$ cat src/rtl/div32x32_seq.sv
// Sequential unsigned radix-2 restoring divider: one quotient bit per clock,
// start/busy/done handshake shared with the sequential multiplier.
module div32x32_seq #(
  parameter int WIDTH = 32
) (
  input  logic             clk,
  input  logic             reset,
  input  logic             start,
  input  logic [WIDTH-1:0] a,
  input  logic [WIDTH-1:0] b,
  output logic             busy,
  output logic             done,
  output logic [WIDTH-1:0] quotient,
  output logic [WIDTH-1:0] remainder,
  output logic             div_by_zero
);

  localparam int CNT_W = $clog2(WIDTH);

  typedef enum logic [1:0] {IDLE, DIV, FIN} state_t;

  state_t           state, state_nxt;
  logic [WIDTH-1:0] q_reg, d_reg;
  // R always stays below D, so its WIDTH+1-bit form has a zero MSB; only
  // the low WIDTH bits are kept.
  logic [WIDTH-1:0] r_reg;
  logic [CNT_W-1:0] cnt;

  logic [WIDTH:0]   r_shift, t_diff;
  logic [WIDTH-1:0] q_next, r_next;
  logic             last_iter;

  assign r_shift   = {r_reg, q_reg[WIDTH-1]};
  assign t_diff    = r_shift - {1'b0, d_reg};
  assign last_iter = (cnt == CNT_W'(WIDTH-1));
  assign q_next    = {q_reg[WIDTH-2:0], ~t_diff[WIDTH]};
  assign r_next    = t_diff[WIDTH] ? r_shift[WIDTH-1:0] : t_diff[WIDTH-1:0];

  always_ff @(posedge clk or negedge reset) begin
    if (!reset) state <= IDLE;
    else        state <= state_nxt;
  end

  always_comb begin
    state_nxt = state;
    busy      = 1'b0;
    done      = 1'b0;
    case (state)
      IDLE: if (start) state_nxt = (b == '0) ? FIN : DIV;
      DIV: begin
        busy = 1'b1;
        if (last_iter) state_nxt = FIN;
      end
      FIN: begin
        busy      = 1'b1;
        done      = 1'b1;
        state_nxt = IDLE;
      end
      default: state_nxt = IDLE;
    endcase
  end

  always_ff @(posedge clk or negedge reset) begin
    if (!reset) begin
      q_reg       <= '0;
      d_reg       <= '0;
      r_reg       <= '0;
      cnt         <= '0;
      quotient    <= '0;
      remainder   <= '0;
      div_by_zero <= 1'b0;
    end else begin
      case (state)
        IDLE: begin
          if (start) begin
            if (b == '0) begin
              quotient    <= '1;
              remainder   <= a;
              div_by_zero <= 1'b1;
            end else begin
              q_reg <= a;
              d_reg <= b;
              r_reg <= '0;
              cnt   <= '0;
            end
          end
        end
        DIV: begin
          q_reg <= q_next;
          r_reg <= r_next;
          cnt   <= cnt + CNT_W'(1);
          if (last_iter) begin
            quotient    <= q_next;
            remainder   <= r_next;
            div_by_zero <= 1'b0;
          end
        end
        default: ;
      endcase
    end
  end

endmodule

$ cat config.mk
export PLATFORM = sky130hd
export DESIGN_NAME = div32x32_seq
export DESIGN_NICKNAME = d
export VERILOG_FILES = /design/src/rtl/div32x32_seq.sv
export SDC_FILE = /design/constraint.sdc
export NUM_CORES = 1
export LEC_CHECK = 0
export CORE_ASPECT_RATIO = 0.5
export CORE_UTILIZATION = 40
export CTS_CLUSTER_SIZE = 16
export DETAILED_ROUTE_END_ITERATION = 10
export PLACE_DENSITY = 0.65
export SLEW_MARGIN = 20
export SYNTH_ARGS = -nofsm -noshare
export SYNTH_HDL_FRONTEND = slang
export SYNTH_SLANG_ARGS = --single-unit
$ cat constraint.sdc
create_clock -name clk -period 4.4 [get_ports clk]
set_input_delay 0.88 -clock clk [delete_from_list [all_inputs] [get_ports clk]]
set_output_delay 0.88 -clock clk [all_outputs]
set_load 0.02 [all_outputs]
### Yosys cells after proc, flatten, opt, wreduce, memory -nomap -nowiden

Cells that the tools add are included.

| cells by class | value |
|---|---|
| equal/unequal tests | 7 |
| reductions and logical operators | 8 |
| mux-type cells | 28 |
| add/sub/neg operators | 2 |
| bitwise gates (word level) | 2 |

Operators by type and width:

| kind | count |
|---|---|
| $mux 32 | 11 |
| $pmux 32 s2 | 4 |
| $sub 33x32->33 | 1 |
| $logic_not 32->1 | 1 |
| $mux 5 | 2 |
| $pmux 5 s2 | 1 |
| $ne 2x2->1 const B | 4 |
| $mux 2 | 3 |
| $reduce_and 3->1 | 2 |
| $add 5x1->5 const B | 1 |
| $eq 5x5->1 const B | 1 |
| $mux 1 | 5 |
| $pmux 2 s2 | 1 |
| $reduce_and 4->1 | 1 |
| $eq 2x1->1 const B | 1 |
| $eq 2x2->1 const B | 1 |
| $logic_not 2->1 | 1 |
| $not 1->1 | 2 |
| $pmux 1 s2 | 1 |
| $reduce_and 2->1 | 1 |
| $reduce_bool 2->1 | 1 |
| $reduce_or 2->1 | 1 |

| word-level totals | value |
|---|---|
| register bits after elaboration | 168 |
| bits of input ports | 67 |

### Longest topological paths before layout

Gate-level depths: netlist of the first run.

| depth | value |
|---|---|
| depth after elaboration | 4 |
| depth in mapped cells | 14 |
| depth with buffers taken out | 13 |

### Worst setup path before layout of the first run

Ideal clock, no wire load.

| path | value |
|---|---|
| path kind | flip-flop to flip-flop |
| start point | reg q_reg[31] |
| end point | reg remainder[20] |
| cell stages (with the launch flop) | 15 |
| data arrival time | 2716 ps |
| data required time | 4259 ps |
| path slack | 1543 ps |
| clock period less this slack | 2857 ps |
| setup time | 141 ps |
| buffers on the path | 1 |
| path through | dfrtp_1 > inv_1 > ha_1 > inv_1 > fa_1 > a21o_1 > a31o_1 > nand3_2 > a21boi_2 > o21a_1 > o211ai_4 > buf_6 > mux2_1 > nand2_1 > a31oi_1 |

| on the way | value |
|---|---|
| word-level cells in the longest chain between the ends | 4 |

Ends and longest elaborated chain:

| item | line | source |
|---|---|---|
| from (decl) | 23 | `logic [WIDTH-1:0] q_reg, d_reg;` |
| from (signal assigned) | 89 | `q_reg <= q_next;` |
| $sub 33x32->33 | 34 | `assign t_diff = r_shift - {1'b0, d_reg};` |
| $mux 32 | 37 | `assign r_next = t_diff[WIDTH] ? r_shift[WIDTH-1:0] : t_diff[WIDTH-1:0];` |
| $mux 32 | 92 | `if (last_iter) begin` |
| $pmux 32 s2 | 73 | `case (state)` |
| to (signal assigned) | 94 | `remainder <= r_next;` |
| to (decl) | 14 | `output logic [WIDTH-1:0] remainder,` |

Every way passes these cells. The select of a mux whose other input is x is not followed.
A chain may end at the register's enable or synchronous reset.

### Worst setup path after layout of the first run

| path | value |
|---|---|
| start point | reg q_reg[31] |
| end point | reg remainder[7] |

The elaborated chain is that of the path after synthesis.

==> results of run 1 <==
==> logic make-up (layout without fill, tap and decap cells) <==
logic type / count (synthesis) / count (layout) / synth area share
adder cells (fa/ha/maj): 38 / 38 / 0.0516
AO/OA/AOI/OAI: 319 / 319 / 0.211
XOR/XNOR: 27 / 27 / 0.0253
AND/OR/NAND/NOR: 275 / 275 / 0.132
flip-flops: 168 / 168 / 0.449
buffers and inverters: 143 / 261 / 0.0630
multiplexers: 59 / 59 / 0.0688
==> layer usage <==
metal,wire length (µm),vias to the layer above,track usage,part of all wire
li1,-,3848,-,-
met1,13500,3894,0.349,0.49
met2,11900,209,0.350,0.44
met5,0,-,0,0
met4,410,0,0.0729,0.015
met3,1620,26,0.0428,0.059
==> stage by stage <==
step	util	total power (µW)	worst slack, ns	area (µm²)	hold slack (ns)
4_1_cts	0.506	7970	0.864	11600	0.506
3_3_place_gp	0.480	6340	0.819	11000	0.473
3_5_place_dp	0.480	6410	0.696	11000	0.490
2_1_floorplan	-	4960	1.54	9360	0.456
5_1_grt	0.506	8480	0.680	11600	0.528
6_report	0.506	7920	0.849	11600	0.497
==> worst min path at each step <==
stage / startpoint / endpoint / slack [ns] / cells after the start
6_report: reset / quotient[7]$_DFFE_PN0P_ / 0.50 / 1
5_1_grt: d_reg[15]$_DFFE_PN0P_ / d_reg[15]$_DFFE_PN0P_ / 0.53 / 1
4_1_cts: reset / quotient[7]$_DFFE_PN0P_ / 0.51 / 1
3_5_place_dp: q_reg[26]$_DFFE_PN0P_ / q_reg[26]$_DFFE_PN0P_ / 0.49 / 2
3_3_place_gp: cnt[4]$_DFFE_PN0P_ / cnt[4]$_DFFE_PN0P_ / 0.47 / 2
2_1_floorplan: cnt[4]$_DFFE_PN0P_ / cnt[4]$_DFFE_PN0P_ / 0.46 / 2
==> layout make-up <==
cell class,count,area [µm²]
tap,307,384
timing repair buffer,149,1500
sequential,168,4200
fill,2158,11300
inverter,80,300
clock buffer,20,447
clock inverter,12,140
multi-input combinational,718,4600
==> where the power goes <==
group          internal, µW  switching [µW]  leakage (µW)  total, µW
Sequential             2180             435       0.00204       2610
Clock                   862             676      0.000289       1540
Combinational          1570            2200       0.00278       3770
==> cell usage in the layout (no fill, tap or decap), types with 36 or more instances in the layout <==
cell type / Yosys / routed
sky130_fd_sc_hd__mux2_2: 42 / 42
sky130_fd_sc_hd__a21oi_1: 62 / 61
sky130_fd_sc_hd__nor2_1: 66 / 65
sky130_fd_sc_hd__inv_1: 79 / 79
sky130_fd_sc_hd__dfrtp_1: 168 / 168
sky130_fd_sc_hd__clkdlybuf4s50_1: 0 / 132
sky130_fd_sc_hd__o21ai_0: 115 / 115
sky130_fd_sc_hd__ha_1: 37 / 36
sky130_fd_sc_hd__nand2_1: 120 / 120
sky130_fd_sc_hd__a31oi_1: 49 / 49
==> tab_implementation.tex, run 1 <==
\begin{tabular}{lr}
\hline
Metric & Value \\
\hline
\multicolumn{2}{l}{\textbf{Run status}} \\
Status & finished clean \\
\multicolumn{2}{l}{\textbf{Logic synthesis}} \\
Most used standard cells in the synthesized netlist & sky130\_fd\_sc\_hd\_\_dfrtp\_1, sky130\_fd\_sc\_hd\_\_nand2\_1, sky130\_fd\_sc\_hd\_\_o21ai\_0 \\
Cell area after synthesis & 9360 µm² \\
Count of yosys warnings during synthesis & 0 \\
Number of distinct library cells after synthesis & 69 \\
Share of the synthesized area in the top cell type & 0.449 \\
Share of synthesized flip-flops with an asynchronous set or reset & 1.00 \\
Number of synthesized flops with an enable pin & 0 \\
Sequential area share after synthesis & 0.449 \\
Synth top area cells & sky130\_fd\_sc\_hd\_\_dfrtp\_1, sky130\_fd\_sc\_hd\_\_o21ai\_0, sky130\_fd\_sc\_hd\_\_mux2\_2, sky130\_fd\_sc\_hd\_\_ha\_1, sky130\_fd\_sc\_hd\_\_nand2\_1 \\
Synthesized area divided by synthesized cell count & 9.10 µm² \\
Gate Count Post-Synth & 1029 \\
Flip-flop and latch count after synthesis & 168 \\
Cell with the most instances after synthesis & sky130\_fd\_sc\_hd\_\_dfrtp\_1 \\
Top FF cell, synth & sky130\_fd\_sc\_hd\_\_dfrtp\_1 \\
Cell taking the most area after synthesis & sky130\_fd\_sc\_hd\_\_dfrtp\_1 \\
Nets in the synthesized netlist & 1134 \\
\multicolumn{2}{l}{\textbf{Job}} \\
Reported max-cap violation count & 0 \\
\multicolumn{2}{l}{\textbf{Clock tree}} \\
Master cell of the clock root buffer & sky130\_fd\_sc\_hd\_\_clkbuf\_16 \\
Hold-fix buffers at CTS & 0 \\
Clock insertion delay at the later pin of the skew report & 0.45 ns \\
Post-CTS setup repair buffer count & 0 \\
Clock slew at the register clock pins of the worst setup and hold paths & 0.07 ns \\
Number of gates resized after cts & 0 \\
TritonCTS clock tree & done \\
Total clock sinks & 168 \\
Longest Clk Path Bufs & 2 \\
H-tree depth & 4 \\
Total clock buffers created by CTS & 17 \\
\multicolumn{2}{l}{\textbf{Global route}} \\
First-pass GRT wire length & 42.5 mm \\
Antenna violations before repair & 0 \\
Gr usage total & 0.236 \\
Total overflow reported by the global router & 0 \\
Number of global-route vias before repair & 7532 \\
Maximum number of pins on one net before global-route repair & 87 \\
\multicolumn{2}{l}{\textbf{Route}} \\
Average detailed-routed wire length per instance & 18.9 µm \\
DRC & 0 \\
Iter 0 DRT Violations & 744 \\
TritonRoute pass-1 iters & 7 \\
Total via count after detailed routing & around 8000 \\
DR vias/cell & 5.49 \\
Post-detailed-route count of antenna-violating nets & 0 \\
Post-Route WL & 27.5 mm \\
\multicolumn{2}{l}{\textbf{Die}} \\
Overall die height & 110 µm \\
Effective utilization at floorplan & 0.409 \\
Rows & 39 \\
Die ar. & 24100 µm² \\
Number of top-level pins & about 130 \\
DIE WIDTH & $\sim$220 µm \\
Placeable core region & 22900 µm² \\
\multicolumn{2}{l}{\textbf{Worst setup path}} \\
Cell with the largest stage delay on the worst path & sky130\_fd\_sc\_hd\_\_o211ai\_4 \\
Arrival @ worst endpoint & 3.87 ns \\
Worst setup slack for register-to-register paths & 0.85 ns \\
Kind of end point of the critical path & flop \\
Startpoint Class & flop \\
WP depth & 14 \\
Sequence of cells on the critical path & inv\_1 -> ha\_1 -> inv\_1 -> fa\_1 -> a21o\_1 -> a31o\_1 -> nand3\_2 -> a21boi\_2 -> o21a\_1 -> o211ai\_4 -> buf\_4 -> mux2\_2 -> a21oi\_1 -> a21oi\_1 \\
Setup CP Type & reg2reg \\
Largest delay share family, worst path & compound AO/OA/AOI/OAI gates \\
RR Endpoint & remainder[7]\$\_DFFE\_PN0P\_ \\
Critical path destination & remainder[7]\$\_DFFE\_PN0P\_ \\
Depth of the worst register-to-register path & 14 \\
Critical-path maximum fanout & 17 \\
Worst path required time & 4.72 ns \\
Combined buffer and inverter count along the critical path & 3 \\
Worst stage delay on the critical path & 0.48 ns \\
Timing startpoint of the critical path & q\_reg[31]\$\_DFFE\_PN0P\_ \\
Worst reg2reg startpoint & q\_reg[31]\$\_DFFE\_PN0P\_ \\
\multicolumn{2}{l}{\textbf{Finish}} \\
Antenna diode count & 0 \\
Synth-to-layout area growth & 23.7\% \\
Final cell count without fillers & between 1000 and 1500 \\
Share of cells above drive strength 1 & 0.0924 \\
Final nets & 1239 \\
\multicolumn{2}{l}{\textbf{Placed design}} \\
Number of port buffers & 133 \\
HPWL reported at the end of detailed placement & 20.5 mm \\
Gp weighted congestion & 0.894 \\
Dpl cells & 1422 \\
\multicolumn{2}{l}{\textbf{STA}} \\
Number of hold violations in the final report & 0 \\
Final clock skew & $\sim$0.012 ns \\
RSZ-0062 raised after global routing & false \\
Worst slew slack as a fraction of its limit & 0.446 \\
Post-route fraction of the period consumed by the critical path & 0.807 \\
Setup Viol. Count Final & 0 \\
Highest attainable clock frequency & 282 MHz \\
Post-layout min period & 3.55 ns \\
Final total negative setup slack & 0 ns \\
Slew Limit Fails & 0 \\
Pin slew with the least headroom to its limit & 0.831 ns \\
\multicolumn{2}{l}{\textbf{Power}} \\
Pwr Density & 684 nW/µm² \\
Pleak & slightly above 0.005 µW \\
Peak ir drop on the vdd network & 0.000329 V \\
\multicolumn{2}{l}{\textbf{Min path}} \\
Class of the worst hold path & in2async \\
\hline
\end{tabular}
No activity file was read; power rests on OpenSTA's default activity.
==> run 2: changes to the inputs <==
==> constraint.sdc (replaced) <==
create_clock -name clk -period 3.4 [get_ports clk]
set_input_delay 0.68 -clock clk [delete_from_list [all_inputs] [get_ports clk]]
set_output_delay 0.68 -clock clk [all_outputs]
set_load 0.02 [all_outputs]
==> run 2 against run 1 <==
Effect of this change: sequential cell count unchanged; cell area increased by 2.9%; sequential power increased by 30%; critical path depth decreased by 4; die area unchanged; largest power group unchanged.
==> tab_implementation.tex, run 2 (synthesized netlist as in run 1, its figures left out) <==
\begin{tabular}{lr}
\hline
Metric & Value \\
\hline
\multicolumn{2}{l}{\textbf{Run status}} \\
Status & finished clean \\
\multicolumn{2}{l}{\textbf{Power}} \\
Share of power burned in combinational logic & 0.491 (+0.015) \\
Pleak & 0.00528 µW (+3.4\%) \\
Sw frac & 0.421 (+0.00296) \\
Internal power of the cells & 6190 µW (+34\%) \\
Part of the power in registers & 0.318 (-0.012) \\
Peak ir drop on the vdd network & 0.000405 V (+23\%) \\
Pwr Density & 898 nW/µm² (+31\%) \\
Net switching power figure & 4510 µW (+36\%) \\
Part of the power in the clock network & 0.191 (-0.003) \\
\multicolumn{2}{l}{\textbf{Worst setup path}} \\
Cell with the largest stage delay on the worst path & sky130\_fd\_sc\_hd\_\_dfrtp\_1 \\
Library cell appearing most often on the critical path & sky130\_fd\_sc\_hd\_\_a21oi\_1 \\
Sequence of cells on the critical path & ha\_1 -> a21o\_1 -> a211oi\_1 -> a21oi\_1 -> a31oi\_1 -> o21ai\_0 -> a21oi\_1 -> xor2\_1 -> o31ai\_2 -> mux2\_2 \\
Arrival @ worst endpoint & 3.52 ns (-0.35 ns) \\
Worst stage delay on the critical path & 0.44 ns (-0.04 ns) \\
Setup CP Type & reg2reg \\
Worst path required time & 3.72 ns (-1.00 ns) \\
Startpoint Class & flop \\
Critical-path maximum fanout & 5 (-12) \\
Kind of end point of the critical path & flop \\
\multicolumn{2}{l}{\textbf{Route}} \\
Total via count after detailed routing & 8264 (+3.6\%) \\
TritonRoute pass-1 iters & 6 (-1) \\
Post-detailed-route count of antenna-violating nets & 0 (unchanged) \\
Post-Route WL & 29.1 mm (+5.8\%) \\
DR vias/cell & 5.58 (+1.8\%) \\
Average detailed-routed wire length per instance & 19.6 µm (+4.0\%) \\
DRC & 0 (unchanged) \\
Iter 0 DRT Violations & 850 (+14\%) \\
\multicolumn{2}{l}{\textbf{Die}} \\
Rows & 39 (unchanged) \\
Effective utilization at floorplan & 0.409 (unchanged) \\
DIE WIDTH & 218 µm (unchanged) \\
Number of top-level pins & 134 (unchanged) \\
Overall die height & 110 µm (unchanged) \\
Placeable core region & 22900 µm² (unchanged) \\
Die ar. & 24100 µm² (unchanged) \\
\multicolumn{2}{l}{\textbf{Clock tree}} \\
Clock insertion delay at the later pin of the skew report & 0.44 ns (about the same) \\
Longest Clk Path Bufs & 2 (unchanged) \\
H-tree depth & 4 (unchanged) \\
Clock slew at the register clock pins of the worst setup and hold paths & 0.07 ns (about the same) \\
Master cell of the clock root buffer & sky130\_fd\_sc\_hd\_\_clkbuf\_16 \\
Total clock sinks & 168 (unchanged) \\
Total clock buffers created by CTS & 17 (unchanged) \\
TritonCTS clock tree & done \\
Hold-fix buffers at CTS & 0 (unchanged) \\
\multicolumn{2}{l}{\textbf{STA}} \\
Post-layout min period & 3.21 ns (-0.346 ns) \\
RSZ-0062 raised after global routing & false \\
Pin slew with the least headroom to its limit & 0.756 ns (-0.0752 ns) \\
Final clock skew & 0.00935 ns (-0.00220 ns) \\
Post-Route Hold Slack & 0.217 ns (-0.281 ns) \\
Final total negative setup slack & 0 ns (unchanged) \\
Highest attainable clock frequency & 312 MHz (+11\%) \\
Post-route fraction of the period consumed by the critical path & 0.943 (+0.136) \\
Slew Limit Fails & 0 (unchanged) \\
Number of hold violations in the final report & 0 (unchanged) \\
Setup Viol. Count Final & 0 (unchanged) \\
Worst slew slack as a fraction of its limit & 0.494 (+0.0479) \\
\multicolumn{2}{l}{\textbf{Placed design}} \\
Gp weighted congestion & 0.870 (-2.6\%) \\
Placed inst area & 11300 µm² (+2.7\%) \\
HPWL reported at the end of detailed placement & 22.4 mm (+9.5\%) \\
Number of port buffers & 133 (unchanged) \\
\multicolumn{2}{l}{\textbf{Global route}} \\
Maximum number of pins on one net before global-route repair & 82 (-5.7\%) \\
Gr usage total & 0.249 (+0.0124) \\
First-pass GRT wire length & 45.0 mm (+5.9\%) \\
Antenna violations before repair & 0 (unchanged) \\
Number of global-route vias before repair & 7780 (+3.3\%) \\
Total overflow reported by the global router & 0 (unchanged) \\
\multicolumn{2}{l}{\textbf{Finish}} \\
Synth-to-layout area growth & 27.3\% \\
Commonest cells after routing, fill and taps aside & sky130\_fd\_sc\_hd\_\_dfrtp\_1, sky130\_fd\_sc\_hd\_\_clkdlybuf4s50\_1, sky130\_fd\_sc\_hd\_\_nand2\_1 \\
Share of cells above drive strength 1 & 0.117 (+0.0244) \\
Antenna diode count & 0 (unchanged) \\
Final nets & 1265 (+2.1\%) \\
Leading cell type in the layout, fill and taps excluded & sky130\_fd\_sc\_hd\_\_dfrtp\_1 \\
Non-Filler Cell Area, Final & 11900 µm² (+2.9\%) \\
Number of fill cells & 2115 (-2.0\%) \\
\multicolumn{2}{l}{\textbf{Min path}} \\
Class of the worst hold path & in2async \\
\multicolumn{2}{l}{\textbf{Job}} \\
Reported max-cap violation count & 0 (unchanged) \\
\hline
\end{tabular}
run 2: cell types whose count changed in the layout (fill, tap and decap cells not counted):
cell                         change
sky130_fd_sc_hd__buf_4          +18
sky130_fd_sc_hd__buf_12          +8
sky130_fd_sc_hd__clkbuf_1        -2
sky130_fd_sc_hd__inv_8           +2
sky130_fd_sc_hd__o31ai_1         -2
sky130_fd_sc_hd__o31ai_2         +2
sky130_fd_sc_hd__clkbuf_8        +1
sky130_fd_sc_hd__clkinv_2        -1
sky130_fd_sc_hd__clkinv_4        +1
sky130_fd_sc_hd__clkinvlp_4      -1
sky130_fd_sc_hd__mux2i_1         -1
sky130_fd_sc_hd__mux2i_2         +1
run 2: power by group through the flow:
stage	Clock [µW]	Combinational [µW]	Sequential, µW
finish	2040	5260	3400
floorplan	0	2720	3700
global placement	0	5140	3400
CTS	2060	5240	3400
global route	2150	5730	3490
detailed placement	0	5210	3430
run 2: timing repair:
action	4_1_cts	5_1_grt
setup buffers	0	0
endpoints found under the setup margin	0	3
resized for setup	0	3
run 2: area by class of cell:
type | count | area, µm² | share of cell area
repair buffers | 175 | 1800 | 0.151
multi-input cells | 718 | 4620 | 0.387
clock buffers | 19 | 453 | 0.0380
flip-flops and latches | 168 | 4200 | 0.353
inverters | 80 | 300 | 0.0252
clock inverters | 13 | 159 | 0.0133
well taps | 307 | 384 | 0.0322
run 2: critical path, delay by kind of cell (launching register included):
kind	cells	cell delay, ns
mux	1	0.28
xor+xnor	1	0.27
fa+ha+maj	1	0.38
flops	1	0.44
compound gates	7	1.71
run 2: per-stage QoR:
step | total power [µW] | std cells | util | setup slack [ns]
2_1_floorplan | 6420 | 1029 | - | 0.543
3_3_place_gp | 8530 | 1448 | 0.493 | 0.161
3_5_place_dp | 8640 | 1448 | 0.493 | 0.0891
4_1_cts | 10700 | 1480 | 0.520 | 0.148
5_1_grt | 11400 | 1480 | 0.521 | 0.0268
6_report | 10700 | 1480 | 0.521 | 0.195
run 2: layer usage:
| metal | wire length (µm) | GRT usage |
|---|---|---|
| met1 | 14200 | 0.367 |
| met2 | 12800 | 0.380 |
| met3 | 1760 | 0.0466 |
| met4 | 321 | 0.0500 |
| met5 | 0 | 0 |
run 2: path summary, 6_finish.rpt:
path / startpoint / end / slack, ns / depth (start not counted)
max: r_reg[5]$_DFFE_PN0P_ / r_reg[19]$_DFFE_PN0P_ / 0.19 / 10
min: reset / q_reg[6]$_DFFE_PN0P_ / 0.22 / 1
max reg2reg: r_reg[5]$_DFFE_PN0P_ / r_reg[19]$_DFFE_PN0P_ / 0.19 / 10
min reg2reg: div_by_zero$_DFFE_PN0P_ / div_by_zero$_DFFE_PN0P_ / 0.50 / 2
max in group asynchronous: reset / d_reg[15]$_DFFE_PN0P_ / 2.31 / 2
min in group clk: div_by_zero$_DFFE_PN0P_ / div_by_zero$_DFFE_PN0P_ / 0.50 / 2
==> run 3: changes to the inputs <==
--- a/config.mk
+++ b/config.mk
@@ -5,7 +5,6 @@
 export SDC_FILE = /design/constraint.sdc
 export NUM_CORES = 1
 export LEC_CHECK = 0
-export CORE_ASPECT_RATIO = 0.5
 export CORE_UTILIZATION = 40
 export CTS_CLUSTER_SIZE = 16
 export DETAILED_ROUTE_END_ITERATION = 10
==> run 3 against run 2 <==
Effect of this change: die area fell by 0.16%; sequential power decreased by 1%; utilization shrank 0.40 points; worst hold slack gained 0.050 ns; sequential share of layout area is 0.44 points higher; critical endpoint is now remainder[3]$_DFFE_PN0P_; largest cell class unchanged.
==> tab_implementation.tex, run 3 (synthesized netlist as in run 1, its figures left out) <==
\begin{tabular}{lr}
\hline
Metric & Value \\
\hline
\multicolumn{2}{l}{\textbf{Run status}} \\
Status & finished clean \\
\multicolumn{2}{l}{\textbf{Route}} \\
Post-detailed-route count of antenna-violating nets & 0 (unchanged) \\
TritonRoute pass-1 iters & 4 (-2) \\
DRC & 0 (unchanged) \\
Total via count after detailed routing & 8022 (-2.9\%) \\
Post-Route WL & 27.8 mm (-4.5\%) \\
Average detailed-routed wire length per instance & 18.8 µm (-4.2\%) \\
DR vias/cell & 5.43 (-2.7\%) \\
Iter 0 DRT Violations & 594 (-30\%) \\
\multicolumn{2}{l}{\textbf{Worst setup path}} \\
Cell with the largest stage delay on the worst path & sky130\_fd\_sc\_hd\_\_dfrtp\_1 \\
Timing startpoint of the critical path & d\_reg[0]\$\_DFFE\_PN0P\_ \\
Worst stage delay on the critical path & 0.43 ns (about the same) \\
Setup CP Type & reg2reg \\
Arrival @ worst endpoint & 3.49 ns (-0.03 ns) \\
Startpoint Class & flop \\
Worst setup slack for register-to-register paths & 0.22 ns (+0.03 ns) \\
Worst path required time & 3.72 ns (about the same) \\
Depth of the worst register-to-register path & 13 (+3) \\
Worst reg2reg startpoint & d\_reg[0]\$\_DFFE\_PN0P\_ \\
Kind of end point of the critical path & flop \\
Critical-path maximum fanout & 38 (+33) \\
Sequence of cells on the critical path & ha\_1 -> inv\_1 -> fa\_1 -> a21o\_1 -> a31o\_1 -> nand3\_2 -> a21boi\_2 -> o21a\_1 -> o211ai\_4 -> buf\_12 -> mux2\_2 -> a21oi\_1 -> a21oi\_1 \\
Library cell appearing most often on the critical path & sky130\_fd\_sc\_hd\_\_a21oi\_1 \\
\multicolumn{2}{l}{\textbf{Job}} \\
Reported max-cap violation count & 0 (unchanged) \\
\multicolumn{2}{l}{\textbf{Global route}} \\
First-pass GRT wire length & 44.3 mm (-1.6\%) \\
Gr usage total & 0.241 (-0.00793) \\
Total overflow reported by the global router & 0 (unchanged) \\
Maximum number of pins on one net before global-route repair & 93 (+13\%) \\
Antenna violations before repair & 0 (unchanged) \\
Number of global-route vias before repair & 7899 (+1.5\%) \\
\multicolumn{2}{l}{\textbf{STA}} \\
Highest attainable clock frequency & 315 MHz (+0.81\%) \\
Final total negative setup slack & 0 ns (unchanged) \\
Post-Route Hold Slack & 0.266 ns (+0.0496 ns) \\
Post-route fraction of the period consumed by the critical path & 0.935 (-0.00759) \\
RSZ-0062 raised after global routing & false \\
Worst slew slack as a fraction of its limit & 0.331 (-0.163) \\
Post-layout min period & 3.18 ns (-0.0258 ns) \\
Setup Viol. Count Final & 0 (unchanged) \\
Slew Limit Fails & 0 (unchanged) \\
Number of hold violations in the final report & 0 (unchanged) \\
Final clock skew & 0.0123 ns (+0.00297 ns) \\
Pin slew with the least headroom to its limit & 1.00 ns (+0.248 ns) \\
\multicolumn{2}{l}{\textbf{Clock tree}} \\
Longest Clk Path Bufs & 2 (unchanged) \\
Post-CTS setup repair buffer count & 0 (unchanged) \\
Total clock buffers created by CTS & 17 (unchanged) \\
Hold-fix buffers at CTS & 0 (unchanged) \\
Master cell of the clock root buffer & sky130\_fd\_sc\_hd\_\_clkbuf\_16 \\
Clock insertion delay at the later pin of the skew report & 0.43 ns (about the same) \\
Clock slew at the register clock pins of the worst setup and hold paths & 0.08 ns (about the same) \\
H-tree depth & 4 (unchanged) \\
Number of gates resized after cts & 0 (unchanged) \\
TritonCTS clock tree & done \\
Total clock sinks & 168 (unchanged) \\
\multicolumn{2}{l}{\textbf{Die}} \\
DIE WIDTH & 155 µm (-29\%) \\
Die ar. & 24000 µm² (-0.16\%) \\
Effective utilization at floorplan & 0.411 (+0.00193) \\
Placeable core region & 22800 µm² (-0.47\%) \\
Rows & 55 (+41\%) \\
Overall die height & 155 µm (+41\%) \\
Number of top-level pins & 134 (unchanged) \\
\multicolumn{2}{l}{\textbf{Placed design}} \\
Gp weighted congestion & 0.963 (+11\%) \\
HPWL reported at the end of detailed placement & 20.6 mm (-8.3\%) \\
Dpl cells & 1445 (-0.21\%) \\
Number of port buffers & 133 (unchanged) \\
\multicolumn{2}{l}{\textbf{Power}} \\
Peak ir drop on the vdd network & 0.000420 V (+3.8\%) \\
Pwr Density & 884 nW/µm² (-1.5\%) \\
Pleak & 0.00520 µW (-1.5\%) \\
\multicolumn{2}{l}{\textbf{Finish}} \\
Final nets & 1256 (-0.71\%) \\
Final cell count without fillers & 1476 (-0.27\%) \\
Synth-to-layout area growth & 25.7\% \\
Leading cell type in the layout, fill and taps excluded & sky130\_fd\_sc\_hd\_\_dfrtp\_1 \\
Antenna diode count & 0 (unchanged) \\
Commonest cells after routing, fill and taps aside & sky130\_fd\_sc\_hd\_\_dfrtp\_1, sky130\_fd\_sc\_hd\_\_clkdlybuf4s50\_1, sky130\_fd\_sc\_hd\_\_nand2\_1 \\
Share of cells above drive strength 1 & 0.107 (-0.0102) \\
\multicolumn{2}{l}{\textbf{Min path}} \\
Class of the worst hold path & in2async \\
\hline
\end{tabular}
==> run 3: path summary, 6_finish.rpt <==
| path | end |
|---|---|
| setup / recovery | remainder[3]$_DFFE_PN0P_ |
| hold / removal | quotient[16]$_DFFE_PN0P_ |
| setup reg to reg | remainder[3]$_DFFE_PN0P_ |
| hold reg to reg | q_reg[18]$_DFFE_PN0P_ |
| max in group asynchronous | r_reg[15]$_DFFE_PN0P_ |
| min in group clk | q_reg[18]$_DFFE_PN0P_ |
==> run 3: cell type report <==
cell class	instances	area (µm²)
fill	2123	11000
multi-input combinational	718	4590
sequential	168	4200
timing repair buffer	166	1710
clock buffer	17	425
tap	313	392
inverter	80	300
clock inverter	14	148
==> run 3: power by group <==
group | internal, µW | leakage, µW | switching, µW | total [µW]
sequential | 2820 | 0.00204 | 543 | 3360
combinational | 2160 | 0.00288 | 2960 | 5130
clock | 978 | 0.000282 | 938 | 1920
total | 5960 | 0.00520 | 4450 | 10400
==> run 3: worst max-delay path, delay by kind of cell (launching register included) <==
family / cells / cell delay [ns]
multiplexers: 1 / 0.38
adder cells (fa/ha/maj): 2 / 0.59
AND/OR/NAND/NOR: 1 / 0.10
AO/OA/AOI/OAI: 7 / 1.27
flip-flops: 1 / 0.43
buffers and inverters: 2 / 0.29
==> run 3: per-layer routing <==
layer | vias to the layer above | track usage | wire, µm
met4 | 0 | 0.0976 | 994
met1 | 3856 | 0.319 | 12300
met3 | 55 | 0.0540 | 1580
met5 | - | 0 | 0
met2 | 243 | 0.382 | 12900
li1 | 3868 | - | -
==> run 3: stage by stage <==
step	setup WS (ns)	instance area (µm²)	total power [µW]	utilization
finish	0.221	11800	10400	0.517
global route	0.0366	11800	11100	0.517
CTS	0.211	11800	10400	0.517
detailed placement	0.101	11200	8470	0.491
global placement	0.106	11200	8420	0.491
floorplan	0.543	9360	6420	-
